### config.mk
export PLATFORM = sky130hd
export DESIGN_NAME = bm2p_rd_sched
export DESIGN_NICKNAME = d
export VERILOG_FILES = /design/src/rtl/bm2p_pkg.sv /design/src/rtl/bm2p_rr_arb.sv /design/src/rtl/bm2p_rd_sched.sv
export SDC_FILE = /design/constraint.sdc
export NUM_CORES = 1
export LEC_CHECK = 0
export BUFFER_PORTS_ARGS = -buffer_cell sky130_fd_sc_hd__buf_2
export CAP_MARGIN = 20
export CORE_MARGIN = 2
export CORE_UTILIZATION = 41
export DETAILED_ROUTE_END_ITERATION = 8
export HOLD_SLACK_MARGIN = 0.02
export PLACE_DENSITY = 0.75
export SETUP_SLACK_MARGIN = 0.15
export SYNTH_ARGS = -nofsm -noshare
export SYNTH_HDL_FRONTEND = slang
export SYNTH_SLANG_ARGS = --single-unit
export TNS_END_PERCENT = 100
### constraint.sdc
create_clock -name clk -period 3.4 [get_ports clk]
set_clock_uncertainty 0.05 [all_clocks]
set_input_delay 0.34 -clock clk [delete_from_list [all_inputs] [get_ports clk]]
set_output_delay 0.34 -clock clk [all_outputs]
set_load 0.1 [all_outputs]
### src/rtl/bm2p_pkg.sv
// Shared types and helpers for the block-memory read-port scheduler.
package bm2p_pkg;

  typedef enum logic {
    IDLE  = 1'b0,
    BURST = 1'b1
  } state_t;

  localparam int unsigned ADDR_FN_W = 32;

  // Next word address, wrapping to 0 after last_addr (depth need not be a power of 2).
  function automatic logic [ADDR_FN_W-1:0] addr_wrap_inc(
    input logic [ADDR_FN_W-1:0] addr,
    input logic [ADDR_FN_W-1:0] last_addr
  );
    return (addr == last_addr) ? '0 : addr + 32'd1;
  endfunction

endpackage

### src/rtl/bm2p_rr_arb.sv
// Round-robin requester selection; search starts one past the last grant.
module bm2p_rr_arb #(
  parameter  int unsigned G_NREQ = 4,
  localparam int unsigned IDXW   = (G_NREQ > 1) ? $clog2(G_NREQ) : 1
) (
  input  logic [G_NREQ-1:0] req,
  input  logic [IDXW-1:0]   last,
  output logic [G_NREQ-1:0] gnt,
  output logic [IDXW-1:0]   idx
);

  always_comb begin
    int unsigned cand;
    logic        found;
    gnt   = '0;
    idx   = '0;
    found = 1'b0;
    cand  = 0;
    for (int unsigned i = 1; i <= G_NREQ; i++) begin
      cand = 32'(last) + i;
      if (cand >= G_NREQ) cand = cand - G_NREQ;
      if (!found && req[IDXW'(cand)]) begin
        found               = 1'b1;
        gnt[IDXW'(cand)]    = 1'b1;
        idx                 = IDXW'(cand);
      end
    end
  end

endmodule

### src/rtl/bm2p_rd_sched.sv
// Schedules burst reads from several requesters onto one block-memory read port.
module bm2p_rd_sched
  import bm2p_pkg::*;
#(
  parameter  int unsigned G_MEMWIDTH  = 32,
  parameter  int unsigned G_MEMDEPTH  = 1024,
  parameter  int unsigned G_NREQ      = 4,
  parameter  int unsigned G_LENWIDTH  = 8,
  localparam int unsigned G_ADDRWIDTH = $clog2(G_MEMDEPTH)
) (
  input  logic                           clk,
  input  logic                           rst,
  input  logic [G_NREQ-1:0]              rd_req,
  input  logic [G_NREQ*G_ADDRWIDTH-1:0]  rd_addr,
  input  logic [G_NREQ*G_LENWIDTH-1:0]   rd_len,
  output logic [G_NREQ-1:0]              rd_gnt,
  output logic [G_NREQ-1:0]              rd_rvalid,
  output logic [G_NREQ-1:0]              rd_rlast,
  output logic [G_MEMWIDTH-1:0]          rd_rdata,
  output logic                           mem_enb,
  output logic [G_ADDRWIDTH-1:0]         mem_addrb,
  input  logic [G_MEMWIDTH-1:0]          mem_doutb
);

  localparam int unsigned IDXW = (G_NREQ > 1) ? $clog2(G_NREQ) : 1;

  state_t                  state;
  logic [IDXW-1:0]         last_idx;
  logic [IDXW-1:0]         cur_idx;
  logic [G_LENWIDTH-1:0]   cnt;
  logic [G_NREQ-1:0]       arb_req;
  logic [G_NREQ-1:0]       arb_gnt;
  logic [IDXW-1:0]         arb_idx;
  logic [G_NREQ-1:0]       cur_oh;
  logic [G_ADDRWIDTH-1:0]  sel_addr;
  logic [G_LENWIDTH-1:0]   sel_len;

  // Grants are only offered from IDLE and never while reset is held.
  assign arb_req = (state == IDLE && !rst) ? rd_req : '0;

  bm2p_rr_arb #(.G_NREQ(G_NREQ)) u_arb (
    .req  (arb_req),
    .last (last_idx),
    .gnt  (arb_gnt),
    .idx  (arb_idx)
  );

  assign rd_gnt   = arb_gnt;
  assign rd_rdata = mem_doutb;
  assign cur_oh   = G_NREQ'(1) << cur_idx;

  // Capture mux for the winning requester's fields.
  always_comb begin
    sel_addr = '0;
    sel_len  = '0;
    for (int unsigned i = 0; i < G_NREQ; i++) begin
      if (arb_idx == IDXW'(i)) begin
        sel_addr = rd_addr[i*G_ADDRWIDTH +: G_ADDRWIDTH];
        sel_len  = rd_len[i*G_LENWIDTH +: G_LENWIDTH];
      end
    end
  end

  always_ff @(posedge clk) begin
    if (rst) begin
      state     <= IDLE;
      mem_enb   <= 1'b0;
      mem_addrb <= '0;
      cnt       <= '0;
      last_idx  <= IDXW'(G_NREQ - 1);
      cur_idx   <= '0;
      rd_rvalid <= '0;
      rd_rlast  <= '0;
    end else begin
      // Response side trails the memory enable by the one-cycle read latency.
      rd_rvalid <= mem_enb ? cur_oh : '0;
      rd_rlast  <= (mem_enb && cnt == '0) ? cur_oh : '0;
      case (state)
        IDLE: begin
          if (|arb_gnt) begin
            state     <= BURST;
            mem_enb   <= 1'b1;
            mem_addrb <= sel_addr;
            cnt       <= sel_len;
            last_idx  <= arb_idx;
            cur_idx   <= arb_idx;
          end
        end
        BURST: begin
          if (cnt == '0) begin
            state   <= IDLE;
            mem_enb <= 1'b0;
          end else begin
            cnt       <= cnt - G_LENWIDTH'(1);
            mem_addrb <= G_ADDRWIDTH'(addr_wrap_inc(32'(mem_addrb), 32'(G_MEMDEPTH - 1)));
          end
        end
        default: state <= IDLE;
      endcase
    end
  end

endmodule

**Word level (Yosys, flattened, before mapping)**

Index checks and enable logic that the tools add are counted.

- Flip-flop bits (word level): 32
- Output and inout port bits: 55
- Bits of input ports: 110
- Word-level logic and storage cells: 118

- Bitwise gates (word level): 6
- Eq/ne operators: 7
- Reduce and logical (&&, ||, !) cells: 21
- Mux-type cells: 53
- Add/sub/neg operators: 10
- $lt $le $gt $ge: 12
- Shift-type cells: 1

Operators with widths:

| cell | count |
|---|---|
| 2-to-1 mux 10 bit | 7 |
| 2-to-1 mux 8 bit | 6 |
| 2-to-1 mux 4 bit | 5 |
| one-hot mux 10 bit (2 select lines) | 1 |
| 2-to-1 mux 2 bit | 8 |
| one-hot mux 8 bit (2 select lines) | 1 |
| 2-to-1 mux 1 bit | 15 |
| less-than comparator 2 x 3 -> 1 bit, second input constant | 4 |
| OR 4 bit | 3 |
| adder 10 x 1 -> 10 bit, second input constant | 1 |
| equality test 10 bit, second input constant | 1 |
| >= comparator 3 bit, second input constant | 3 |
| logical AND 1 bit | 9 |
| binary-select mux 1 bit (select 2 bit) | 4 |
| demux 1 bit (select 2 bit) | 4 |
| >= comparator 2 x 1 -> 1 bit, second input constant | 4 |
| zero test 8 bit | 1 |
| subtractor 2 x 1 -> 2 bit, second input constant | 4 |
| subtractor 8 x 1 -> 8 bit, second input constant | 1 |
| adder 2 x 2 -> 3 bit, second input constant | 2 |
| AND reduction 2 bit | 3 |
| adder 2 x 3 -> 4 bit, second input constant | 1 |
| equality test 2 bit, second input constant | 2 |
| >= comparator 4 x 3 -> 1 bit, second input constant | 1 |
| 11 further kinds | 19 |

**Depth between registers and ports, before layout**

Gate-level depths: netlist of the first run.

- Depth after elaboration: 22
- Mapped depth: 14
- Gate-level depth less buffers: 9

**Cells and area by module**

A second synthesis of the first run with hierarchy kept.

- Cells, all modules: 304
- Area total of the unflattened synthesis: 2736.4 µm²

Modules (own cells, without submodules):

| module | cells each | sequential area each (µm²) | area each (µm²) | times used |
|---|---|---|---|---|
| bm2p_rd_sched | 245 | 640.6 | 2245.9 | 1 |
| bm2p_rr_arb | 59 | 0.0 | 490.5 | 1 |

**Least setup slack after synthesis of the first run**

No wires, ideal clock.

- Kind: register -> register
- Start: register last_idx[0]
- End: register cnt[2]
- Arrival: 3.763 ns
- Required time: 3.231 ns
- Cell stages (with the launch flop): 14
- Clock period less this slack: 3.931 ns
- Setup time: 0.119 ns
- Setup slack: -0.531 ns
- Buffers on the path: 4
- Path through: dfxtp_1 buf_2 buf_2 inv_1 ha_1 clkbuf_1 mux4_2 and2_1 o31ai_1 a221o_1 nor4_4 buf_6 and2_2 o221a_1

- Elaborated cells between the ends (all ways): 77
- Classes of those cells: 8 x add/sub; 12 x order compare; 4 x eq/ne; 37 x mux; 3 x bitwise; 13 x reduce/logical

RTL lines:

| element | line | source |
|---|---|---|
| start: declaration | bm2p_rd_sched.sv:28 | `logic [IDXW-1:0] last_idx;` |
| start signal: assignment | bm2p_rd_sched.sv:70 | `last_idx <= IDXW'(G_NREQ - 1);` |
| start signal: assignment | bm2p_rd_sched.sv:85 | `last_idx <= arb_idx;` |
| parallel branches: the longest is 14 deep, another holds adder 2 x 1 -> 3 bit | - |  |
| 2-to-1 mux 4 bit (*) | bm2p_rr_arb.sv:22 | `if (!found && req[IDXW'(cand)]) begin` |
| named net rd_gnt[2] | bm2p_rd_sched.sv:16 | `output logic [G_NREQ-1:0] rd_gnt,` |
| OR reduction 4 bit (*) | bm2p_rd_sched.sv:80 | `if (\|arb_gnt) begin` |
| inequality test 2 x 1 -> 1 bit (no line) (*) | - |  |
| AND reduction 2 bit (no line) (*) | - |  |
| end signal: assignment | bm2p_rd_sched.sv:84 | `cnt <= sel_len;` |
| end signal: assignment | bm2p_rd_sched.sv:94 | `cnt <= cnt - G_LENWIDTH'(1);` |
| end: declaration | bm2p_rd_sched.sv:30 | `logic [G_LENWIDTH-1:0] cnt;` |

Mark *: on every way through the listed nets, which the timed path passes. The select of a mux whose other input is x is not followed.
A chain may end at the register's enable or synchronous reset.

**Final worst setup path of the first run**

- Start: register last_idx[0]
- End: register mem_addrb[0]

- Longest elaborated chain between the ends: 22
- Elaborated cells between the ends (all ways): 77
- Classes of those cells: 8 x add/sub; 12 x order compare; 4 x eq/ne; 37 x mux; 3 x bitwise; 13 x reduce/logical

RTL lines:

| element | line | source |
|---|---|---|
| adder 2 x 1 -> 3 bit | bm2p_rr_arb.sv:20 | `cand = 32'(last) + i;` |
| >= comparator 3 bit / subtractor 2 x 1 -> 2 bit (equally long branches) | bm2p_rr_arb.sv:21 | `if (cand >= G_NREQ) cand = cand - G_NREQ;` |
| 2-to-1 mux 2 bit | bm2p_rr_arb.sv:21 |  |
| binary-select mux 1 bit (select 2 bit) | bm2p_rr_arb.sv:22 |  |
| 2-to-1 mux 1 bit (implied by the code) | bm2p_rr_arb.sv:22 |  |
| 2-to-1 mux 1 bit | bm2p_rr_arb.sv:22 |  |
| zero test 1 bit | bm2p_rr_arb.sv:22 |  |
| logical AND 1 bit | bm2p_rr_arb.sv:22 |  |
| (+3 left out) | - |  |
| 2-to-1 mux 1 bit | bm2p_rr_arb.sv:22 |  |
| zero test 1 bit | bm2p_rr_arb.sv:22 |  |
| logical AND 1 bit | bm2p_rr_arb.sv:22 |  |
| 2-to-1 mux 2 bit | bm2p_rr_arb.sv:22 |  |
| zero test 2 bit | bm2p_rd_sched.sv:57 | `if (arb_idx == IDXW'(i)) begin` |
| 2-to-1 mux 10 bit (4 in series) | bm2p_rd_sched.sv:57 |  |
| 2-to-1 mux 10 bit | bm2p_rd_sched.sv:80 |  |
| one-hot mux 10 bit (2 select lines) | bm2p_rd_sched.sv:78 | `case (state)` |
| end signal: assignment | bm2p_rd_sched.sv:83 | `mem_addrb <= sel_addr;` |
| end signal: assignment | bm2p_rd_sched.sv:95 | `mem_addrb <= G_ADDRWIDTH'(addr_wrap_inc(32'(mem_addrb), 32'(G_MEMDEPTH - 1)));` |
| end: declaration | bm2p_rd_sched.sv:21 | `output logic [G_ADDRWIDTH-1:0] mem_addrb,` |

Parallel ways exist; a longest one is shown, timed or not. The select of a mux whose other input is x is not followed.

==> qor.csv, run 1 <==
metric,value,unit
"Reg clk slew, reported paths",0.08,ns
Syn Nets,478,
register bit count reported by yosys,32,
Reg2Reg Depth,9,
antenna violations before repair,0,
buffers and inverters on the worst path,2,
register area,642,um^2
xor/xnor share of the synthesized area,0.295,%
RSZ-0062 raised after global routing,no,
"Cell Area, Synth",0.00297,mm^2
DRC viols,0,
Comb power frac,74.0,%
cts bufs inserted,5,
Area Growth Syn to Fin,17.6,%
CP Max Fanout,19,
CTS resizes,0,
Rows,31,
Fmax,317,MHz
Hold Path Depth,4,
setup TNS,0,ns
Seq pwr share,17.5,%
cells along the critical path,buf_4 -> mux2i_1 -> nand4_1 -> o211a_2 -> nor3_4 -> buf_4 -> mux4_1 -> a221oi_1 -> a211oi_1,
"commonest non-fill, non-tap cells in the layout","buf_2, dfxtp_1, inv_1, nand2_1",
power per cell area,1010,mW/mm^2
maximum clock path buffer count,2,
LEAKAGE,1.54,nW
port bufs,100,
FF-to-FF setup slack,0.24,ns
CP most frequent cell,buf_4,
status,finished clean,
Post-CTS Setup Bufs,0,
Compound-Gate Fraction of Synth Area,23.7,%
Starting Density,41.6,%
"commonest non-fill, non-tap cell in the layout",buf_2,
"Worst Path Class, Setup",reg -> reg,
clock latency on the worst-skew pair,0.30,ns
Hold EP,cnt[4]$_SDFFE_PP0P_,
DIE WIDTH,89.1,um
RR Startpoint,last_idx[0]$_SDFFE_PP1P_,
CP top delay family,multiplexers,
main flop type after synthesis,dfxtp_1,
P_sw,1.98,mW
sw frac,56.0,%
Max transition margin,52.6,%
Critical Path End Type,register,
simple-gate share of the synthesized area,19.2,%
sequential area share after synthesis,21.6,%
Crit-path slowest cell,mux4_1,
# clock sinks,32,
fraction of registers with async set/reset,0,%
clock power share,8.6,%
worst hold path class,in -> reg,
min cycle time layout,3.16,ns
hpwl dp,6100,um
area post-placement,0.00339,mm^2
largest net degree at the start of global routing,30,
Final Util,48.9,%
final hold vios,0,
via count,2982,
Layout Nets,545,
# IOs,165,
diode count,0,
Post-synth EDFFs,0,
Least-Margin Pin Slew,0.709,ns
final instance area,0.00349,mm^2
Startpoint Class,register,
post-synthesis instance total,357,
Setup-failing EPs final,0,
Yosys cell types,56,
vias in the first global route,2649,
MaxCap Viol Count,0,
fin crit share,92.9,%
Routed Antenna Nets,0,
Max VDD drop,0.311,mV
total track usage,19.6,%
post-synthesis adder-cell area fraction,4.64,%
Reg2Reg Capture Point,mem_addrb[0]$_SDFFE_PP0P_,
area of the multi-input gates,0.00192,mm^2
CORE AREA,0.00714,mm^2
GPL Wtd Cong,0.886,
clk root buf,clkbuf_8,
internal power,1.55,mW
post-DR wirelength/cell,15.4,um
"Slew Viols, Final",0,
H-Tree Depth,2,
Hold Buf Count CTS,0,
via-per-instance ratio,5.69,
Synth warnings,0,
first-pass GRT wire length,12300,um
DIE HEIGHT,89.1,um
Critical Path RT,3.52,ns
die area,0.00793,mm^2
Critical Path Max Stage Delay,0.58,ns
CP Data Arrival Time,3.28,ns
Routed Wire Length,8050,um
grt ovf,0,
CTS tree,yes,
worst hold start,rd_len[4],
fillcell total,722,
drt first pass iters,5,
mux cell area share after synthesis,14.9,%
largest family of logic cells by synthesized area,compound AO/OA/AOI/OAI gates,
layout cells sized above 1,37.6,%
DRT iter0 DRCs,277,
"Avg Cell Area, Syn",8.31,um^2
-- worst max-delay path by stage --
| stage | startpoint | endpoint | slack (ns) | depth (start not counted) |
|---|---|---|---|---|
| final | last_idx[0]$_SDFFE_PP1P_ | mem_addrb[0]$_SDFFE_PP0P_ | 0.24 | 9 |
| after global routing | last_idx[0]$_SDFFE_PP1P_ | mem_addrb[0]$_SDFFE_PP0P_ | 0.15 | 9 |
| after CTS | last_idx[0]$_SDFFE_PP1P_ | cnt[4]$_SDFFE_PP0P_ | 0.25 | 9 |
| after detailed placement | last_idx[0]$_SDFFE_PP1P_ | cnt[4]$_SDFFE_PP0P_ | 0.27 | 9 |
| after global placement | last_idx[0]$_SDFFE_PP1P_ | cnt[4]$_SDFFE_PP0P_ | 0.36 | 9 |
| after floorplan | last_idx[0]$_SDFFE_PP1P_ | last_idx[1]$_SDFFE_PP1P_ | 0.18 | 14 |
-- registers in the layout (all words and copies together) (netlist names) --
name       cells
cnt            8
cur_idx        2
mem_addrb     10
rd_rvalid      4
last_idx       2
rd_rlast       4
mem_enb        1
state          1
-- per-layer routing --
| metal | global-route usage [%] | routed length, um |
|---|---|---|
| met1 | 25.2 | 3390 |
| met3 | 3.97 | 551 |
| met4 | 7.60 | 219 |
| met5 | 0 | 0 |
| met2 | 32.4 | 3890 |
-- synthesized netlist by cell type (all sizes together) (7+ instances only) --
library cell,instances,area share [%]
a211oi,16,4.2
a21oi,10,1.7
a221oi,7,2.5
buf,43,11
clkbuf,9,1.1
dfxtp,32,22
ha,11,4.6
inv,28,3.5
mux2,13,4.9
mux2i,18,6.1
nand2,23,2.9
nand3,16,2.7
nor2,18,2.3
nor3,15,2.9
o31ai,9,2.3
o32ai,11,3.2
-- through the flow --
step                      power [mW]  cells  hold WS [ns]  setup slack, ns
after floorplan                 2.92    357         0.387            0.185
after global placement          3.17    516         0.415            0.363
after detailed placement        3.21    516         0.415            0.274
after CTS                       3.52    524         0.396            0.253
after global routing            3.76    524         0.418            0.151
final                           3.53    524         0.392            0.241
-- power groups by stage --
stage	Sequential [mW]	Combinational, mW	Clock, mW
floorplan	1.05	1.87	0
global placement	0.616	2.55	0
detailed placement	0.619	2.59	0
CTS	0.611	2.60	0.308
global route	0.633	2.80	0.333
finish	0.616	2.61	0.303
-- area by class of cell --
class / count / share of cell area [%]
inverters: 29 / 3.12
clock buffers: 5 / 1.97
repair buffers: 112 / 17.3
flip-flops and latches: 32 / 18.4
clock inverters: 3 / 0.681
multi-input cells: 244 / 55.0
well taps: 99 / 3.55
-- cell families (layout without fill, tap and decap cells) --
logic type	Yosys count	after routing
AOI/OAI and AO/OA	89	89
xor gates and xnor gates	1	1
adders and majority gates	11	11
buffers and inverters	81	149
DFF	32	32
muxes	36	36
and+or+nand+nor	107	107
-- worst reg2reg max path, stage by stage (launching register included) --
cell and delay (ns):
dfxtp_2 0.34, buf_4 0.25, mux2i_1 0.43, nand4_1 0.31
o211a_2 0.26, nor3_4 0.20, buf_4 0.22, mux4_1 0.59
a221oi_1 0.29, a211oi_1 0.08
No activity file was read; power rests on OpenSTA's default activity.
==> inputs of run 2 (changes only) <==
--- a/config.mk
+++ b/config.mk
@@ -10,6 +10,7 @@
 export CORE_MARGIN = 2
 export CORE_UTILIZATION = 41
 export DETAILED_ROUTE_END_ITERATION = 8
+export GPL_TIMING_DRIVEN = 0
 export HOLD_SLACK_MARGIN = 0.02
 export PLACE_DENSITY = 0.75
 export SETUP_SLACK_MARGIN = 0.15
==> constraint.sdc (replaced) <==
create_clock -name clk -period 2.6 [get_ports clk]
set_clock_uncertainty 0.05 [all_clocks]
set_input_delay 0.26 -clock clk [delete_from_list [all_inputs] [get_ports clk]]
set_output_delay 0.26 -clock clk [all_outputs]
set_load 0.1 [all_outputs]
==> run 2 against run 1 <==
Net effect:
- the flow now finishes with violations (negative setup slack)
- count of clock-buffer cells in the layout is 1 higher
- wire length is 23% higher
- design area is 25% higher
- largest cell class unchanged
- critical path type unchanged
- first-iteration DRC count is 23% higher
- flip-flop and latch count stayed put
==> qor.csv, run 2 (synthesized netlist as in run 1, its figures left out) <==
metric,value,unit
status,"complete, but fails checks",
failing checks,negative setup slack,
Crit-path slowest cell,mux4_2,
Layout Nets,639,
GPL Wtd Cong,0.958,
RR Startpoint,last_idx[0]$_SDFFE_PP1P_,
Post-Layout Cell Count,618,
vias in the first global route,2945,
register area,648,um^2
first-pass GRT wire length,13900,um
via count,3415,
Rows,31,
cts bufs inserted,5,
Design Power,5.97,mW
Hold EP,mem_addrb[6]$_SDFFE_PP0P_,
diode count,0,
max reg flops,10,
Startpoint Class,register,
Routed Antenna Nets,0,
Max VDD drop,0.587,mV
"commonest non-fill, non-tap cells in the layout","buf_2, buf_4, dfxtp_1, inv_1, nand2_1",
"Reg clk slew, reported paths",0.07,ns
DRT iter0 DRCs,341,
DIE HEIGHT,89.1,um
RSZ-0062 raised after global routing,yes,
internal power,2.81,mW
hpwl dp,6920,um
die area,0.00793,mm^2
"Slew Viols, Final",0,
CP Max Fanout,6,
Max transition margin,54.0,%
Least-Margin Pin Slew,0.688,ns
worst hold start,rd_addr[16],
antenna violations before repair,0,
post-DR wirelength/cell,16.0,um
maximum clock path buffer count,2,
area of the multi-input gates,0.00206,mm^2
fillcell total,626,
Routed Wire Length,9890,um
FF-to-FF setup slack,-0.51,ns
largest net degree at the start of global routing,12,
port bufs,131,
Biggest register,mem_addrb,
fin crit share,120,%
# clock sinks,32,
buffers and inverters on the worst path,7,
total track usage,22.5,%
cells along the critical path,buf_6 -> buf_8 -> inv_8 -> ha_4 -> buf_8 -> mux4_2 -> nand3_2 -> o31ai_4 -> a221o_4 -> nor4_4 -> buf_6 -> buf_6 -> a21o_4 -> buf_6 -> o32ai_1,
"commonest non-fill, non-tap cell in the layout",buf_2,
Post-Place Cells,587,
power per cell area,1370,mW/mm^2
via-per-instance ratio,5.53,
H-Tree Depth,2,
P_sw,3.17,mW
Reg2Reg Capture Point,cnt[3]$_SDFFE_PP0P_,
CTS tree,yes,
DIE WIDTH,89.1,um
Starting Density,41.6,%
Critical Path End Type,register,
Critical Path RT,2.70,ns
Comb power frac,78.3,%
setup TNS,-12.17,ns
CP most frequent cell,buf_6,
clk root buf,clkbuf_8,
Fin Hold WS,0.337,ns
grt ovf,0,
CP top delay family,buffers and inverters,
DRC viols,0,
worst hold path class,in -> reg,
drt first pass iters,5,
"Worst Path Class, Setup",reg -> reg,
Critical Path Max Stage Delay,0.38,ns
CP Data Arrival Time,3.21,ns
Area Growth Syn to Fin,47.3,%
CORE AREA,0.00714,mm^2
Reg2Reg Depth,15,
MaxCap Viol Count,0,
Regs by FF count,"mem_addrb (10), cnt (8)",
post-route setup slack,-0.509,ns
Hold Path Depth,4,
final hold vios,0,
clock power share,7.9,%
# IOs,165,
LEAKAGE,2.00,nW
min cycle time layout,3.11,ns
Fmax,322,MHz
Seq pwr share,13.8,%
sw frac,53.0,%
clock latency on the worst-skew pair,0.28,ns
Setup-failing EPs final,28,
layout cells sized above 1,51.4,%
## run 2: cell types whose count changed in the layout (fill, tap and decap cells not counted), moves of 4 or more
| cell | change |
|---|---|
| clkbuf_1 | +8 |
| nand3_1 | -7 |
| buf_8 | +4 |
| buf_6 | +9 |
| buf_4 | +39 |
| buf_2 | +30 |
| nand3_2 | +7 |
## run 2: how the worst max path moves through the flow
stage | start | to | depth (start not counted)
floorplan | last_idx[0]$_SDFFE_PP1P_ | cnt[0]$_SDFFE_PP0P_ | 14
global placement | last_idx[0]$_SDFFE_PP1P_ | cnt[4]$_SDFFE_PP0P_ | 13
detailed placement | last_idx[0]$_SDFFE_PP1P_ | cnt[4]$_SDFFE_PP0P_ | 13
CTS | last_idx[0]$_SDFFE_PP1P_ | mem_addrb[5]$_SDFFE_PP0P_ | 14
global route | last_idx[0]$_SDFFE_PP1P_ | mem_addrb[9]$_SDFFE_PP0P_ | 15
finish | last_idx[0]$_SDFFE_PP1P_ | cnt[3]$_SDFFE_PP0P_ | 15
## run 2: through the flow
step / instance area (um^2) / worst slack (ns) / util [%]
after global routing: 4370 / -0.620 / 61.2
after detailed placement: 3860 / -0.693 / 54.0
after global placement: 3860 / -0.725 / 54.0
after CTS: 4170 / -0.411 / 58.4
final: 4370 / -0.509 / 61.2
after floorplan: 3080 / -0.478 / -
## run 2: layout make-up
cell class              count  area share, %
multi-input cells         244           47.2
flip-flops and latches     32           14.8
well taps                  99           2.83
repair buffers            154           21.0
inverters                  29           2.66
clock inverters             2          0.802
clock buffers               6           1.66
plain buffers              52           8.96
## run 2: metal layers
metal	track usage, %	vias up	part of all wire (%)
met5	0	-	0
met4	7.60	0	2.4
met3	4.34	26	8.0
met2	38.4	196	49
met1	28.6	1570	40
li1	-	1623	-
## run 2: worst min-delay path, delay by kind of cell
| family | cells | cell delay [ns] |
|---|---|---|
| buf+inv | 1 | 0.07 |
| compound gates | 2 | 0.16 |
| mux | 1 | 0.13 |
## run 2: timing repair
item / 4_1_cts / 5_1_grt
buffers inserted: 14 / 6
resized for setup: 20 / 25
endpoints found under the setup margin: 28 / 28
gates cloned: 2 / 1
pin swaps: 11 / 17
hold buffers: 0 / 0
## run 2: power by group through the flow
stage	Sequential, mW	Clock (mW)	Combinational (mW)
global placement	0.818	0	3.74
floorplan	1.38	0	2.52
CTS	0.816	0.474	4.19
detailed placement	0.825	0	3.80
global route	0.842	0.496	4.94
finish	0.823	0.472	4.68
==> inputs of run 3 (changes only) <==
--- a/config.mk
+++ b/config.mk
@@ -8,11 +8,11 @@
 export BUFFER_PORTS_ARGS = -buffer_cell sky130_fd_sc_hd__buf_2
 export CAP_MARGIN = 20
 export CORE_MARGIN = 2
-export CORE_UTILIZATION = 41
+export CORE_UTILIZATION = 30
 export DETAILED_ROUTE_END_ITERATION = 8
 export GPL_TIMING_DRIVEN = 0
 export HOLD_SLACK_MARGIN = 0.02
-export PLACE_DENSITY = 0.75
+export PLACE_DENSITY = 0.57
 export SETUP_SLACK_MARGIN = 0.15
 export SYNTH_ARGS = -nofsm -noshare
 export SYNTH_HDL_FRONTEND = slang
==> run 3 against run 2 <==
Net effect:
- the flow still finishes with violations (negative setup slack)
- clock power down 24%
- via count down 3.1%
- register-to-register slack better by 0.096 ns
- critical path depth down 1
- design area up 2.8%
- non-clock buffer count up 7
- sequential share of layout area down 0.41 points
- count of clock-buffer cells in the layout unchanged
- hold slack worse by 0.0021 ns
- cell count up 6.5%
- critical path type unchanged
- critical endpoint is now mem_addrb[1]$_SDFFE_PP0P_
- largest power group unchanged
==> qor.csv, run 3 (synthesized netlist as in run 1, its figures left out) <==
metric,value,unit
status,"complete, but fails checks",
failing checks,negative setup slack,
Critical Path Max Stage Delay,0.37,ns
LEAKAGE,2.05,nW
DIE WIDTH,103,um
fillcell total,999,
Fmax,332,MHz
vias in the first global route,2922,
area post-placement,0.00390,mm^2
register area,648,um^2
sw frac,53.2,%
Crit-path slowest cell,a221o_4,
CP Max Fanout,7,
Starting Density,30.6,%
Hold EP,cnt[4]$_SDFFE_PP0P_,
MaxCap Viol Count,0,
die area,0.0107,mm^2
Routed Antenna Nets,0,
Startpoint Class,register,
total track usage,17.8,%
clock latency on the worst-skew pair,0.28,ns
"commonest non-fill, non-tap cell in the layout",buf_2,
clk root buf,clkbuf_8,
"Worst Path Class, Setup",reg -> reg,
DRC viols,0,
Biggest register,mem_addrb,
Comb power frac,80.4,%
Critical Path RT,2.74,ns
grt ovf,0,
area of the multi-input gates,0.00210,mm^2
Reg2Reg Depth,14,
max reg flops,10,
hpwl dp,7530,um
cells along the critical path,buf_8 -> buf_12 -> inv_8 -> ha_4 -> buf_8 -> mux4_2 -> nand3_1 -> o31ai_1 -> a221o_4 -> nor4_4 -> buf_6 -> buf_4 -> a22oi_1 -> a221oi_2,
Post-Layout Cell Count,658,
M3 GR Usage,2.35,%
"commonest non-fill, non-tap cells in the layout","buf_2, buf_4, dfxtp_1, inv_1, nand2_1",
H-Tree Depth,2,
Critical Path End Type,register,
Layout Nets,646,
# clock sinks,32,
largest net degree at the start of global routing,12,
Fin Hold WS,0.335,ns
RSZ-0062 raised after global routing,yes,
via-per-instance ratio,5.03,
FF-to-FF setup slack,-0.41,ns
maximum clock path buffer count,2,
drt first pass iters,4,
Least-Margin Pin Slew,0.659,ns
RR Startpoint,last_idx[0]$_SDFFE_PP1P_,
GPL Wtd Cong,0.872,
"Slew Viols, Final",0,
antenna violations before repair,0,
Setup-failing EPs final,28,
Rows,36,
CP most frequent cell,buf_8,
Hold Buf Count CTS,0,
first-pass GRT wire length,14800,um
worst hold start,rd_len[4],
DP Worst Slack,-0.834,ns
internal power,2.81,mW
post-DR wirelength/cell,15.6,um
Area Growth Syn to Fin,51.5,%
DRT iter0 DRCs,143,
worst hold path class,in -> reg,
met2 usage,30.6,%
Regs by FF count,"mem_addrb (10), cnt (8)",
CORE AREA,0.00968,mm^2
Routed Wire Length,10200,um
Max VDD drop,0.563,mV
Seq pwr share,13.7,%
diode count,0,
fin crit share,116,%
Post-Place Cells,621,
cts bufs inserted,5,
port bufs,131,
Final Util,46.4,%
post-route setup slack,-0.412,ns
Reg2Reg Capture Point,mem_addrb[1]$_SDFFE_PP0P_,
P_sw,3.19,mW
Hold Path Depth,4,
min cycle time layout,3.01,ns
via count,3310,
final hold vios,0,
"Most Used Layer, Global Route",met2,
power per cell area,1330,mW/mm^2
layout cells sized above 1,52.6,%
met1 Use GR,23.5,%
DIE HEIGHT,103,um
crit path launch,last_idx[0]$_SDFFE_PP1P_,
final instance area,0.00449,mm^2
clock power share,6.0,%
Max transition margin,56.1,%
CP Data Arrival Time,3.15,ns
CTS tree,yes,
"Reg clk slew, reported paths",0.07,ns
# IOs,165,
==> run 3: cell count changes in the layout (fill, tap and decap cells not counted), moves of 3 or more <==
cell,previous run,this run
nand3_1,9,12
nand3_2,7,4
buf_6,9,12
buf_4,50,54
==> run 3: layer usage <==
| metal | wire (um) | share of wire, % |
|---|---|---|
| met1 | 4400 | 43 |
| met2 | 5140 | 50 |
| met3 | 574 | 5.6 |
| met4 | 129 | 1.3 |
| met5 | 0 | 0 |
==> run 3: per-stage QoR <==
step | power (mW) | setup TNS [ns]
after floorplan | 3.90 | -10.70
after global placement | 4.66 | -15.34
after detailed placement | 4.69 | -16.08
after CTS | 5.61 | -9.69
after global routing | 6.34 | -12.22
final | 6.00 | -9.19
==> run 3: worst max-delay path: cells and delay by family, from the launching register on <==
family,cells,cell delay [ns]
simple gates,2,0.46
buf+inv,6,0.65
mux,1,0.36
compound gates,4,0.80
fa+ha+maj,1,0.25
flops,1,0.35
==> run 3: final cells by class <==
class / count / share of cell area, %
Sequential cell: 32 / 14.4
Buffer: 52 / 9.16
Timing Repair Buffer: 161 / 21.7
Clock inverter: 1 / 0.111
Clock buffer: 6 / 1.61
Inverter: 29 / 2.59
Multi-Input combinational cell: 244 / 46.7
Tap cell: 133 / 3.70
==> run 3: how the worst max path moves through the flow <==
stage	endpoint	slack, ns	cells after the start
after CTS	cnt[7]$_SDFFE_PP0P_	-0.41	14
final	mem_addrb[1]$_SDFFE_PP0P_	-0.41	14
after global placement	cnt[1]$_SDFFE_PP0P_	-0.81	11
after floorplan	cnt[0]$_SDFFE_PP0P_	-0.48	14
after global routing	cnt[7]$_SDFFE_PP0P_	-0.52	14
after detailed placement	cnt[1]$_SDFFE_PP0P_	-0.83	11
==> run 3: repair_timing <==
item / 4_1_cts / 5_1_grt
pin swaps: 12 / 7
setup buffers: 19 / 9
resized for setup: 35 / 25
setup endpoints to repair: 28 / 28
gates cloned: 1 / 1
hold endpoints to repair: 0 / 0
==> run 3: power groups by stage <==
stage | clock network, mW | logic (mW) | registers [mW]
after detailed placement | 0 | 3.86 | 0.829
after global routing | 0.390 | 5.11 | 0.839
final | 0.358 | 4.82 | 0.820
after floorplan | 0 | 2.52 | 1.38
after global placement | 0 | 3.83 | 0.823
after CTS | 0.368 | 4.42 | 0.817
